==> src/rtl/rx_pkg.sv <==
// Shared types and default widths for the rx serial receive stage.
// Optional build macro used across the slice: RX_ERR_EN (adds sticky rx_err).
package rx_pkg;

    localparam int RX_DATA_WIDTH = 8;
    localparam int RX_ADDR_WIDTH = 2;

    typedef enum logic [1:0] {
        IDLE  = 2'd0,
        RECV  = 2'd1,
        STORE = 2'd2,
        DONE  = 2'd3
    } rx_state_t;

endpackage

==> src/rtl/rx_if.sv <==
// Sender/reader-facing signal bundle of the rx stage.
// RX_ERR_EN defined: the bundle also carries the sticky rx_err flag.
interface rx_if
    import rx_pkg::*;
#(
    parameter int DATA_WIDTH = RX_DATA_WIDTH,
    parameter int ADDR_WIDTH = RX_ADDR_WIDTH
);

    logic                  tx_data;
    logic                  tx_valid;
    logic                  tx_finish;
    logic                  rx_ready;
    logic                  rx_done;
    logic [ADDR_WIDTH:0]   rx_count;
    logic                  rd_en;
    logic [ADDR_WIDTH-1:0] rd_addr;
    logic [DATA_WIDTH-1:0] rd_data;
`ifdef RX_ERR_EN
    logic                  rx_err;
`endif

    modport master (
        output tx_data, tx_valid, tx_finish, rd_en, rd_addr,
        input  rx_ready, rx_done, rx_count, rd_data
`ifdef RX_ERR_EN
        , input rx_err
`endif
    );

    modport slave (
        input  tx_data, tx_valid, tx_finish, rd_en, rd_addr,
        output rx_ready, rx_done, rx_count, rd_data
`ifdef RX_ERR_EN
        , output rx_err
`endif
    );

endinterface

==> src/rtl/rx_ram.sv <==
// Word store for rx: one synchronous write port, one synchronous read port.
// A read and write to the same address in one cycle returns the old word.
module rx_ram #(
    parameter int DATA_WIDTH = 8,
    parameter int ADDR_WIDTH = 2
) (
    input  logic                  clk,
    input  logic                  rst_n,
    input  logic                  wr_en,
    input  logic [ADDR_WIDTH-1:0] wr_addr,
    input  logic [DATA_WIDTH-1:0] wr_data,
    input  logic                  rd_en,
    input  logic [ADDR_WIDTH-1:0] rd_addr,
    output logic [DATA_WIDTH-1:0] rd_data
);

    logic [DATA_WIDTH-1:0] mem [0:(1<<ADDR_WIDTH)-1];

    // Storage array: written on store, never reset.
    always_ff @(posedge clk) begin
        if (wr_en) begin
            mem[wr_addr] <= wr_data;
        end
    end

    // Registered read port; holds its value while rd_en is low.
    always_ff @(posedge clk or negedge rst_n) begin
        if (!rst_n) begin
            rd_data <= '0;
        end else if (rd_en) begin
            rd_data <= mem[rd_addr];
        end
    end

endmodule

==> src/rtl/rx.sv <==
// rx: deserialises LSB-first tx_data into words, stores them in rx_ram,
// paces the sender with rx_ready and latches rx_done on tx_finish.
// RX_ERR_EN defined: sticky rx_err for partial word, overflow, short transfer.
module rx
    import rx_pkg::*;
#(
    parameter int DATA_WIDTH = RX_DATA_WIDTH,
    parameter int ADDR_WIDTH = RX_ADDR_WIDTH
) (
    input logic clk,
    input logic rst_n,
    rx_if.slave bus
);

    localparam int CW = (DATA_WIDTH > 1) ? $clog2(DATA_WIDTH) : 1;
    localparam logic [CW-1:0]       LAST_BIT  = CW'(DATA_WIDTH - 1);
    localparam logic [ADDR_WIDTH:0] COUNT_MAX = {1'b1, {ADDR_WIDTH{1'b0}}};

    rx_state_t             state, next_state;
    logic [CW-1:0]         bit_cnt;
    logic [DATA_WIDTH-1:0] shr;
    logic [ADDR_WIDTH-1:0] wr_addr;
    logic                  shift_en;
    logic                  store_en;

    // State register.
    always_ff @(posedge clk or negedge rst_n) begin
        if (!rst_n) begin
            state <= IDLE;
        end else begin
            state <= next_state;
        end
    end

    // Next state and datapath strobes; tx_finish outranks tx_valid.
    always_comb begin
        next_state = state;
        shift_en   = 1'b0;
        store_en   = 1'b0;
        case (state)
            IDLE: begin
                if (bus.tx_finish) begin
                    next_state = DONE;
                end else if (bus.tx_valid) begin
                    shift_en   = 1'b1;
                    next_state = RECV;
                end
            end
            RECV: begin
                if (bus.tx_finish) begin
                    next_state = DONE;
                end else if (bus.tx_valid) begin
                    shift_en = 1'b1;
                    if (bit_cnt == LAST_BIT) begin
                        next_state = STORE;
                    end
                end
            end
            STORE: begin
                store_en   = 1'b1;
                next_state = bus.tx_finish ? DONE : IDLE;
            end
            DONE:    next_state = DONE;
            default: next_state = IDLE;
        endcase
    end

    // Shift register, bit counter, write pointer, word count and status flags.
    always_ff @(posedge clk or negedge rst_n) begin
        if (!rst_n) begin
            shr          <= '0;
            bit_cnt      <= '0;
            wr_addr      <= '0;
            bus.rx_count <= '0;
            bus.rx_ready <= 1'b0;
            bus.rx_done  <= 1'b0;
        end else begin
            if (shift_en) begin
                shr <= {bus.tx_data, shr[DATA_WIDTH-1:1]};
                if (state == IDLE) begin
                    bit_cnt <= CW'(1);
                end else if (bit_cnt == LAST_BIT) begin
                    bit_cnt <= '0;
                end else begin
                    bit_cnt <= bit_cnt + 1'b1;
                end
            end
            if (store_en) begin
                wr_addr <= wr_addr + 1'b1;
                if (bus.rx_count != COUNT_MAX) begin
                    bus.rx_count <= bus.rx_count + 1'b1;
                end
            end
            bus.rx_ready <= (next_state == IDLE);
            bus.rx_done  <= (next_state == DONE);
        end
    end

`ifdef RX_ERR_EN
    logic err_set;

    // Error conditions; DONE ignores further sender activity.
    always_comb begin
        err_set = 1'b0;
        if (state != DONE && bus.tx_finish &&
            (state == RECV || bus.rx_count != COUNT_MAX)) begin
            err_set = 1'b1;
        end
        if (store_en && bus.rx_count == COUNT_MAX) begin
            err_set = 1'b1;
        end
    end

    // Sticky error flag.
    always_ff @(posedge clk or negedge rst_n) begin
        if (!rst_n) begin
            bus.rx_err <= 1'b0;
        end else if (err_set) begin
            bus.rx_err <= 1'b1;
        end
    end
`endif

    rx_ram #(
        .DATA_WIDTH(DATA_WIDTH),
        .ADDR_WIDTH(ADDR_WIDTH)
    ) u_ram (
        .clk    (clk),
        .rst_n  (rst_n),
        .wr_en  (store_en),
        .wr_addr(wr_addr),
        .wr_data(shr),
        .rd_en  (bus.rd_en),
        .rd_addr(bus.rd_addr),
        .rd_data(bus.rd_data)
    );

endmodule

==> src/flat_wrapper.sv <==
// flat-port wrapper written by rule: the top's interface ports become plain ports
module rx_flat import rx_pkg::*;
#(
    parameter int DATA_WIDTH = RX_DATA_WIDTH,
    parameter int ADDR_WIDTH = RX_ADDR_WIDTH
)
  (clk, rst_n, bus_tx_data, bus_tx_valid, bus_tx_finish, bus_rd_en, bus_rd_addr, bus_rx_ready, bus_rx_done, bus_rx_count, bus_rd_data);
  rx_if #(.DATA_WIDTH(DATA_WIDTH), .ADDR_WIDTH(ADDR_WIDTH)) bus_i ();
  input logic clk;
  input logic rst_n;
  input wire logic [$bits(bus_i.tx_data)-1:0] bus_tx_data;
  input wire logic [$bits(bus_i.tx_valid)-1:0] bus_tx_valid;
  input wire logic [$bits(bus_i.tx_finish)-1:0] bus_tx_finish;
  input wire logic [$bits(bus_i.rd_en)-1:0] bus_rd_en;
  input wire logic [$bits(bus_i.rd_addr)-1:0] bus_rd_addr;
  output wire logic [$bits(bus_i.rx_ready)-1:0] bus_rx_ready;
  output wire logic [$bits(bus_i.rx_done)-1:0] bus_rx_done;
  output wire logic [$bits(bus_i.rx_count)-1:0] bus_rx_count;
  output wire logic [$bits(bus_i.rd_data)-1:0] bus_rd_data;
  assign bus_i.tx_data = bus_tx_data;
  assign bus_i.tx_valid = bus_tx_valid;
  assign bus_i.tx_finish = bus_tx_finish;
  assign bus_i.rd_en = bus_rd_en;
  assign bus_i.rd_addr = bus_rd_addr;
  assign bus_rx_ready = bus_i.rx_ready;
  assign bus_rx_done = bus_i.rx_done;
  assign bus_rx_count = bus_i.rx_count;
  assign bus_rd_data = bus_i.rd_data;
  rx #(.DATA_WIDTH(DATA_WIDTH), .ADDR_WIDTH(ADDR_WIDTH)) u_core (.clk(clk), .rst_n(rst_n), .bus(bus_i));
endmodule
==> config.mk <==
export PLATFORM = sky130hd
export DESIGN_NAME = rx_flat
export DESIGN_NICKNAME = d
export VERILOG_FILES = /design/src/rtl/rx_pkg.sv /design/src/rtl/rx_if.sv /design/src/rtl/rx_ram.sv /design/src/rtl/rx.sv /design/src/flat_wrapper.sv
export SDC_FILE = /design/constraint.sdc
export NUM_CORES = 1
export LEC_CHECK = 0
export ABC_AREA = 1
export BUFFER_PORTS_ARGS = -buffer_cell sky130_fd_sc_hd__clkbuf_2
export CAP_MARGIN = 0
export CORE_MARGIN = 2
export CORE_UTILIZATION = 35
export DETAILED_ROUTE_END_ITERATION = 16
export PLACE_DENSITY = 0.58
export SYNTH_ARGS = -nofsm -noshare
export SYNTH_HDL_FRONTEND = slang
export SYNTH_SLANG_ARGS = --single-unit
==> constraint.sdc <==
create_clock -name clk -period 1.6 [get_ports clk]
set_input_delay 0.32 -clock clk [delete_from_list [all_inputs] [get_ports clk]]
set_output_delay 0.32 -clock clk [all_outputs]
set_load 0.005 [all_outputs]
==> flow_metrics.py, run 1 <==
metrics = {
    "run_status": {
        "status": "complete, no violations",
    },
    "worst_setup_path": {
        "cp_max_fo": 8,
        "worstReg2RegEnd": "u_core.u_ram.mem[3][7]$_DFFE_PP_",
        "start_kind": "flop",
        "required_ps": 1650,
        "reg2reg_depth": 4,
        "criticalPathCategory": "flop to flop",
        "r2r-start": "u_core.state[0]$_DFF_PN0_",
        "ff2ff_setup_slack_ps": 270,
        "crit_path_end_kind": "flop",
        "critPathArrivalTime_ps": 1380,
    },
    "yosys": {
        "synth_top_cell_area_share": 0.367,
        "synth_compound_area_frac": 0.0377,
        "synth-simple-area-share": 0.183,
        "synthMuxAreaShare": 0,
        "synthCells": 260,
        "yosysSeqAreaShare": 0.634,
        "synth_cell_types": 23,
        "synthTopCellsByArea": "edfxtp_1, dfrtp_1, nand2_1, inv_1, ha_1",
        "synth_top_area_cell": "edfxtp_1",
        "synth_seq_cells": 60,
        "ys_warn_count": 0,
        "synthXorXnorAreaFrac": 0.0100,
        "synth_adder_area_share": 0.0382,
        "synth_area_sq_um": 2620,
        "synth_nets": 276,
        "syn_avg_cell_area_sq_um": 10.1,
        "synth_top_family_by_area": "simple AND/OR/NAND/NOR gates",
    },
    "drt": {
        "first_pass_iters": 4,
        "routed_via_density": 4.17,
        "wire_per_inst_um": 11.8,
        "vias": 1646,
        "first_iter_violations": 130,
        "postRouteAntennaNets": 0,
        "routed_wl_um": 4660,
        "drc_errors": 0,
    },
    "timing": {
        "setup_viol": 0,
        "fmax_mhz": 752,
        "rsz0062_at_grt": "no",
        "slew_headroom": 0.759,
        "drv_slew": 0,
        "period_share": 0.831,
        "hold_violations": 0,
        "setup_tns_ps": 0,
        "tightest_slew_ps": 361,
        "fin_crit_ps": 1330,
        "fin_worst_skew_ps": 5.42,
    },
    "power": {
        "total_power_w": 0.00306,
        "ir_drop_uv": 562,
        "powerDensity_nw_per_um2": 1020,
        "p_leak_nw": 1.47,
    },
    "flow_run": {
        "maxCapViolCount": 0,
    },
    "floorplan": {
        "ios": 21,
        "die_w_um": 90.5,
        "die_h_um": 90.5,
        "dieArea_sq_um": 8190,
        "fp.coreArea_sq_um": 7250,
        "rows": 31,
        "start_util": 0.361,
    },
    "hold_path": {
        "hp-class": "primary input to flop",
        "worstHoldStart": "bus_tx_data",
        "hold_end": "u_core.shr[7]$_DFFE_PN0P_",
        "worstHoldPathCells": 3,
    },
    "cells_and_area": {
        "final_cell_mix": "nand2_1, inv_1, edfxtp_1",
        "diodes": 0,
        "design_area_sq_um": 3000,
        "final_cells": 395,
        "fillers": 722,
        "drive_gt1_frac": 0.172,
        "syn_to_final_growth_pct": 14.5,
        "final_common_cell": "nand2_1",
        "nNetsFinal": 307,
    },
    "clock_tree": {
        "cts_tree": "built",
        "clk_latency_ps": 340,
        "h-tree-depth": 3,
        "cts_resized": 0,
        "ctsLongestPathBuffers": 2,
        "clkTransAtPathRegs_ps": 70,
        "holdBufCountCts": 1,
        "cts_sinks": 60,
        "numCtsBuffers": 9,
        "clockRootBuffer": "clkbuf_8",
        "cts_setup_buffers": 0,
    },
    "place": {
        "dp_cells": 378,
        "dpl.hpwl_um": 3280,
        "place_area_sq_um": 2820,
        "portBuffers": 20,
        "gp_congestion": 0.791,
    },
    "global_route": {
        "grt_pass1_wl_um": 7960,
        "overflow": 0,
        "grt_pass1_vias": 1629,
        "antenna_found_initial": 0,
        "grt_max_degree": 29,
        "gr-usage-all-layers": 0.131,
    },
}
## synthesized netlist by cell type
| cell | number |
|---|---|
| nand2_4 | 1 |
| o21ai_2 | 5 |
| buf_4 | 1 |
| nand2_2 | 2 |
| buf_6 | 2 |
| xor2_1 | 2 |
| ha_1 | 8 |
| nand4_1 | 1 |
| a21oi_1 | 3 |
| edfxtp_1 | 32 |
| o21ai_0 | 5 |
| buf_2 | 2 |
| inv_4 | 1 |
| nand2_1 | 86 |
| o21ai_1 | 3 |
| inv_2 | 1 |
| nand3_1 | 17 |
| inv_1 | 49 |
| xnor2_1 | 1 |
| nor2_4 | 1 |
| nor2_1 | 8 |
| buf_12 | 1 |
| dfrtp_1 | 28 |
## cells by family (layout without fill, tap and decap cells)
family | Yosys count | in the layout
buf+inv | 57 | 93
simple gates | 116 | 116
fa+ha+maj | 8 | 8
compound gates | 16 | 16
flops | 60 | 60
xor+xnor | 3 | 3
## cell type report
class                   instances  area, sq um  share of cell area
inverters                      51          194              0.0646
clock buffers                  10          128              0.0425
flip-flops and latches         60         1660               0.554
multi-input cells             143          704               0.235
clock inverters                 6         41.3              0.0138
well taps                      99          124              0.0413
repair buffers                 26          148              0.0492
## power by group
group	internal, W	switching [W]	leakage (nW)
registers	0.00169	0.0000543	0.635
logic	0.0000666	0.000102	0.760
clock network	0.000557	0.000586	0.0783
## per-stage QoR
| stage | setup WS (ps) | util | hold slack [ps] |
|---|---|---|---|
| 6_report | 271 | 0.414 | 175 |
| 5_1_grt | 113 | 0.414 | 171 |
| 4_1_cts | 251 | 0.414 | 160 |
| 3_5_place_dp | 248 | 0.389 | 347 |
| 3_3_place_gp | 275 | 0.389 | 349 |
| 2_1_floorplan | 175 | - | 24.4 |
## critical path, cell delays in order (launching register included)
cell and delay, ps:
dfrtp_1 370, inv_1 170, nand2_1 200, nor2_1 130, buf_4 180
## metal layers
| metal | GRT usage | vias to the layer above | wire [um] |
|---|---|---|---|
| met5 | 0 | - | 0 |
| met4 | 0.0436 | 0 | 63 |
| met3 | 0.0626 | 7 | 250 |
| met2 | 0.201 | 43 | 2150 |
| met1 | 0.163 | 730 | 2200 |
| li1 | - | 866 | - |
## worst max-delay path by stage
| stage | from | end |
|---|---|---|
| 5_1_grt | u_core.state[0]$_DFF_PN0_ | u_core.u_ram.mem[0][5]$_DFFE_PP_ |
| 3_3_place_gp | u_core.state[0]$_DFF_PN0_ | u_core.u_ram.mem[2][2]$_DFFE_PP_ |
| 4_1_cts | u_core.state[0]$_DFF_PN0_ | u_core.u_ram.mem[2][1]$_DFFE_PP_ |
| 2_1_floorplan | u_core.state[0]$_DFF_PN0_ | u_core.u_ram.mem[0][0]$_DFFE_PP_ |
| 3_5_place_dp | u_core.state[0]$_DFF_PN0_ | u_core.u_ram.mem[2][1]$_DFFE_PP_ |
| 6_report | u_core.state[0]$_DFF_PN0_ | u_core.u_ram.mem[3][7]$_DFFE_PP_ |
## registers in the layout, summed over array words and instances, names as in the netlist
signal	cells
u_core.u_ram.rd_data	8
u_core.shr	8
u_core.state	2
u_core.bus.rx_ready	1
u_core.bus.rx_done	1
u_core.bus.rx_count	3
u_core.u_ram.mem	32
u_core.wr_addr	2
u_core.bit_cnt	3
(Power assumes the default switching activity.)
==> inputs of run 2 (changes only) <==
--- a/config.mk
+++ b/config.mk
@@ -11,7 +11,7 @@
 export CORE_MARGIN = 2
 export CORE_UTILIZATION = 35
 export DETAILED_ROUTE_END_ITERATION = 16
-export PLACE_DENSITY = 0.58
+export PLACE_DENSITY = 0.6
 export SYNTH_ARGS = -nofsm -noshare
 export SYNTH_HDL_FRONTEND = slang
 export SYNTH_SLANG_ARGS = --single-unit
==> constraint.sdc (replaced) <==
create_clock -name clk -period 1.05 [get_ports clk]
set_input_delay 0.21 -clock clk [delete_from_list [all_inputs] [get_ports clk]]
set_output_delay 0.21 -clock clk [all_outputs]
set_load 0.005 [all_outputs]
==> run 2 against run 1 <==
  * Largest power group unchanged
  * Setup slack worse by 460 ps
  * Highest routed layer unchanged
  * Register-to-register slack worse by 460 ps
  * Combinational power is 120% higher
  * Critical endpoint is now u_core.u_ram.mem[1][0]$_DFFE_PP_
  * Sequential power is 53% higher
  * Core utilization is 7.5 points higher
  * Clock power is 120% higher
  * Final cell count is 8.9% higher
  * Non-clock buffer count is 33 higher
  * Critical path type unchanged
  * Clock skew hardly changed
  * Critical path depth stayed put
  * The run now ends with negative setup slack left
  * First-iteration DRC count is 3.8% lower
  * Die area stayed put
==> flow_metrics.py, run 2 (synthesis gave the netlist of run 1 again) <==
metrics = {
    "run_status": {
        "status": "finished, violations left",
        "violations": "negative setup slack",
    },
    "drt": {
        "first_iter_violations": 125,
        "drc_errors": 0,
        "postRouteAntennaNets": 0,
        "routed_via_density": 4.28,
        "wire_per_inst_um": 12.6,
        "routed_wl_um": 5400,
        "vias": 1839,
        "first_pass_iters": 4,
    },
    "global_route": {
        "grt_pass1_wl_um": 8510,
        "grt_pass1_vias": 1805,
        "antenna_found_initial": 0,
        "grt_max_degree": 29,
        "overflow": 0,
        "gr-usage-all-layers": 0.137,
    },
    "clock_tree": {
        "ctsLongestPathBuffers": 2,
        "h-tree-depth": 3,
        "clockRootBuffer": "clkbuf_8",
        "cts_sinks": 60,
        "clkTransAtPathRegs_ps": 70,
        "numCtsBuffers": 9,
        "cts_tree": "built",
        "clk_latency_ps": 340,
    },
    "timing": {
        "layout_setup_ws_ps": -191,
        "rsz0062_at_grt": "yes",
        "period_share": 1.18,
        "setup_viol": 48,
        "tightest_slew_ps": 331,
        "drv_slew": 0,
        "fin_worst_skew_ps": 5.43,
        "fin_crit_ps": 1240,
        "fmax_mhz": 806,
        "slew_headroom": 0.779,
        "hold_violations": 0,
    },
    "cells_and_area": {
        "regMostFlops": "u_core.u_ram.mem",
        "largest_registers": "u_core.u_ram.mem (32), u_core.shr (8), u_core.u_ram.rd_data (8)",
        "final_cell_mix": "nand2_1, inv_1, buf_4",
        "diodes": 0,
        "syn_to_final_growth_pct": 35.4,
        "final_common_cell": "nand2_1",
        "nNetsFinal": 342,
        "drive_gt1_frac": 0.360,
        "design_area_sq_um": 3550,
        "final_cells": 430,
        "largest_reg_flops": 32,
    },
    "worst_setup_path": {
        "required_ps": 1080,
        "critPathArrivalTime_ps": 1280,
        "start_kind": "flop",
        "cp_max_fo": 8,
        "reg2reg_depth": 4,
        "criticalPathCategory": "flop to flop",
        "crit_path_end_kind": "flop",
    },
    "place": {
        "dp_cells": 389,
        "place_area_sq_um": 2980,
        "gp_congestion": 0.785,
        "pre_cts_ws_ps": -215,
        "portBuffers": 20,
        "dpl.hpwl_um": 3550,
    },
    "floorplan": {
        "die_h_um": 90.5,
        "rows": 31,
        "ios": 21,
        "start_util": 0.361,
        "fp.coreArea_sq_um": 7250,
        "die_w_um": 90.5,
        "dieArea_sq_um": 8190,
    },
    "flow_run": {
        "maxCapViolCount": 0,
    },
    "hold_path": {
        "hp-class": "primary input to flop",
        "worstHoldPathCells": 3,
    },
    "power": {
        "ir_drop_uv": 905,
        "powerDensity_nw_per_um2": 1570,
        "p_leak_nw": 1.69,
    },
}
==> run 2: changes by cell type in the layout (fill, tap and decap cells not counted), sizes merged, moves of 2 or more <==
| cell | change |
|---|---|
| bufinv | +3 |
| inv | +2 |
| buf | +33 |
| clkinvlp | -2 |
==> run 2: worst paths after layout <==
path                                                             to                           from  slack [ps]
worst min-delay path                      u_core.shr[7]$_DFFE_PN0P_                    bus_tx_data          60
worst max-delay path               u_core.u_ram.mem[1][0]$_DFFE_PP_  u_core.wr_addr[1]$_DFFE_PN0N_        -190
worst min register to register        u_core.bit_cnt[1]$_DFFE_PN0P_  u_core.bit_cnt[1]$_DFFE_PN0P_         500
max in group asynchronous                 u_core.state[1]$_DFF_PN0_                          rst_n         510
worst max register to register     u_core.u_ram.mem[1][0]$_DFFE_PP_  u_core.wr_addr[1]$_DFFE_PN0N_        -190
min in group asynchronous       u_core.u_ram.rd_data[7]$_DFFE_PN0P_                          rst_n         360
==> run 2: worst max-delay path: stages, from the launching register on <==
cell	delay, ps
dfrtp_1	420
inv_2	130
ha_4	140
inv_2	40
nor2_4	210
==> run 2: timing repair <==
action	CTS	global route
cloned	0	2
gates resized for setup	24	17
pin swaps	12	9
endpoints found under the setup margin	58	61
hold endpoints to repair	28	0
buffers inserted	9	13
hold buffers	1	0
==> run 2: power breakdown <==
part           switching (W)  internal [W]
Clock               0.000959       0.00159
Sequential         0.0000906       0.00257
Combinational       0.000184      0.000183
Total                0.00123       0.00435
==> run 2: stage by stage <==
| stage | hold WS, ps | util | TNS [ps] | total power, W |
|---|---|---|---|---|
| after global placement | 176 | 0.411 | -4000 | 0.00299 |
| final | 64.4 | 0.489 | -6000 | 0.00558 |
| after global routing | 90.8 | 0.489 | -9040 | 0.00581 |
| after floorplan | -85.6 | - | -2470 | 0.00286 |
| after CTS | 49.8 | 0.466 | -6410 | 0.00560 |
| after detailed placement | 173 | 0.411 | -5910 | 0.00300 |
==> run 2: routing by layer <==
layer	vias up	GRT usage	share of wire	wire, um
met3	8	0.0543	0.041	219
met4	0	0.0628	0.018	99
met5	-	0	0	0
li1	941	-	-	-
met2	39	0.227	0.50	2680
met1	851	0.157	0.44	2390
==> run 2: layout make-up <==
class,count,area [sq um]
Clock buffer,9,124
Clock inverter,7,124
Fill cell,665,3710
Inverter,51,201
Multi-Input combinational cell,144,878
Sequential cell,60,1660
Tap cell,99,124
Timing Repair Buffer,59,427
Timing Repair inverter,1,6.26
==> inputs of run 3 (changes only) <==
==> constraint.sdc (replaced) <==
create_clock -name clk -period 1.05 [get_ports clk]
set_input_delay 0.1575 -clock clk [delete_from_list [all_inputs] [get_ports clk]]
set_output_delay 0.1575 -clock clk [all_outputs]
set_load 0.01 [all_outputs]
==> run 3 against run 2 <==
  * The flow still finishes with violations (negative setup slack)
  * Sequential share of layout area grew 1.1 points
  * Setup slack improved by 35 ps
  * Non-clock buffer count decreased by 8
  * Core utilization is 1.1 points lower
  * Largest cell class unchanged
  * Highest routed layer unchanged
==> flow_metrics.py, run 3 (synthesis gave the netlist of run 1 again) <==
metrics = {
    "timing": {
        "fin_worst_skew_ps": 9.96,
        "fin_crit_ps": 1210,
        "setup_tns_ps": -5400,
        "drv_slew": 0,
        "period_share": 1.15,
        "slew_headroom": 0.748,
        "hold_violations": 0,
        "setup_viol": 49,
        "fmax_mhz": 829,
        "layout_setup_ws_ps": -156,
        "tightest_slew_ps": 377,
        "rsz0062_at_grt": "yes",
    },
    "global_route": {
        "grt_pass1_wl_um": 8210,
        "gr-usage-all-layers": 0.132,
        "overflow": 0,
        "grt_pass1_vias": 1739,
        "antenna_found_initial": 0,
        "grt_max_degree": 29,
    },
    "worst_setup_path": {
        "cp_slowest_cell": "dfrtp_1",
        "crit_chain": "inv_2, ha_1, inv_2, nor2_4",
        "reg2reg_depth": 4,
        "required_ps": 1070,
        "slowest_delay_ps": 400,
        "start_kind": "flop",
        "criticalPathCategory": "flop to flop",
        "cp_top_family": "flip-flops",
        "path_depth": 4,
        "cp_max_fo": 8,
        "path_common_cell": "inv_2",
        "crit_path_end_kind": "flop",
        "critPathArrivalTime_ps": 1220,
        "worst-path-buf-inv": 2,
    },
    "clock_tree": {
        "ctsLongestPathBuffers": 2,
        "clkTransAtPathRegs_ps": 60,
        "cts_sinks": 60,
        "clk_latency_ps": 340,
        "cts_tree": "built",
        "numCtsBuffers": 9,
        "h-tree-depth": 3,
        "clockRootBuffer": "clkbuf_8",
    },
    "power": {
        "ir_drop_uv": 861,
        "powerDensity_nw_per_um2": 1450,
        "p_leak_nw": 1.66,
        "total_power_w": 0.00501,
    },
    "drt": {
        "wire_per_inst_um": 12.5,
        "postRouteAntennaNets": 0,
        "top_layer_used": "met4",
        "first_iter_violations": 68,
        "vias": 1806,
        "wl_met3_um": 217,
        "drc_errors": 0,
        "routed_via_density": 4.28,
        "routed_wl_um": 5280,
        "first_pass_iters": 4,
        "dr_wl_met2_um": 2680,
        "wl_met1_um": 2290,
    },
    "cells_and_area": {
        "final_cells": 422,
        "largest_reg_flops": 32,
        "diodes": 0,
        "nNetsFinal": 334,
        "final_common_cell": "nand2_1",
        "drive_gt1_frac": 0.344,
        "syn_to_final_growth_pct": 32.3,
        "regMostFlops": "u_core.u_ram.mem",
        "largest_registers": "u_core.u_ram.mem (32), u_core.shr (8), u_core.u_ram.rd_data (8)",
        "final_cell_mix": "nand2_1, inv_1, edfxtp_1",
    },
    "run_status": {
        "violations": "negative setup slack",
        "status": "finished, violations left",
    },
    "hold_path": {
        "hp-class": "primary input to flop",
        "worstHoldPathCells": 3,
    },
    "place": {
        "pre_cts_ws_ps": -187,
        "dp_cells": 388,
        "dpl.hpwl_um": 3450,
        "gp_congestion": 0.821,
        "portBuffers": 20,
    },
    "flow_run": {
        "maxCapViolCount": 0,
    },
    "floorplan": {
        "die_w_um": 90.5,
        "rows": 31,
        "fp.coreArea_sq_um": 7250,
        "die_h_um": 90.5,
        "start_util": 0.361,
        "dieArea_sq_um": 8190,
        "ios": 21,
    },
}
## run 3: cell count changes in the layout (fill, tap and decap cells not counted), moves of 3 or more
| cell | change |
|---|---|
| nand2_1 | -5 |
| ha_1 | +3 |
| nand2_2 | +5 |
| buf_6 | +6 |
| buf_4 | -13 |
## run 3: cell type report
class,count,area (sq um)
clock inverters,5,51.3
multi-input cells,144,876
repair inverters,1,6.26
inverters,51,199
clock buffers,11,141
repair buffers,51,407
flip-flops and latches,60,1660
fillers,684,3790
well taps,99,124
## run 3: power breakdown
part / internal, W / total (W) / switching, W
sequential: 0.00258 / 0.00267 / 0.0000921
clock: 0.00114 / 0.00201 / 0.000868
combinational: 0.000143 / 0.000332 / 0.000190
## run 3: path summary, 6_finish.rpt
kind                                                           from                             endpoint  slack (ps)
worst min-delay path                                    bus_tx_data            u_core.shr[7]$_DFFE_PN0P_          30
worst max register to register        u_core.wr_addr[1]$_DFFE_PN0N_     u_core.u_ram.mem[1][2]$_DFFE_PP_        -160
worst min register to register  u_core.u_ram.rd_data[0]$_DFFE_PN0P_  u_core.u_ram.rd_data[0]$_DFFE_PN0P_         480
max in group asynchronous                                     rst_n            u_core.state[1]$_DFF_PN0_         380
worst max-delay path                  u_core.wr_addr[1]$_DFFE_PN0N_     u_core.u_ram.mem[1][2]$_DFFE_PP_        -160
min in group asynchronous                                     rst_n  u_core.u_ram.rd_data[7]$_DFFE_PN0P_         360
## run 3: what timing repair did
action	in CTS	in global routing
setup endpoints to repair	46	53
setup buffers	9	7
hold endpoints to repair	28	0
hold buffers	1	0
gates cloned	2	0
pin swaps	6	7
resized for setup	19	30
## run 3: tightest hold or removal path, cell delays in order
cell,delay (ps)
clkbuf_2,90
nand2_2,40
nand2_1,40
## run 3: stage by stage
stage | cell area, sq um | hold slack, ps | utilization
4_1_cts | 3300 | 9.48 | 0.455
5_1_grt | 3470 | 25.1 | 0.478
2_1_floorplan | 2680 | -138 | -
6_report | 3470 | 30.9 | 0.478
3_3_place_gp | 2990 | 188 | 0.412
3_5_place_dp | 2990 | 187 | 0.412
## run 3: per-layer routing
layer / vias to the layer above / track usage
li1: 923 / -
met1: 840 / 0.158
met2: 35 / 0.211
met3: 8 / 0.0467
met4: 0 / 0.0615
met5: - / 0
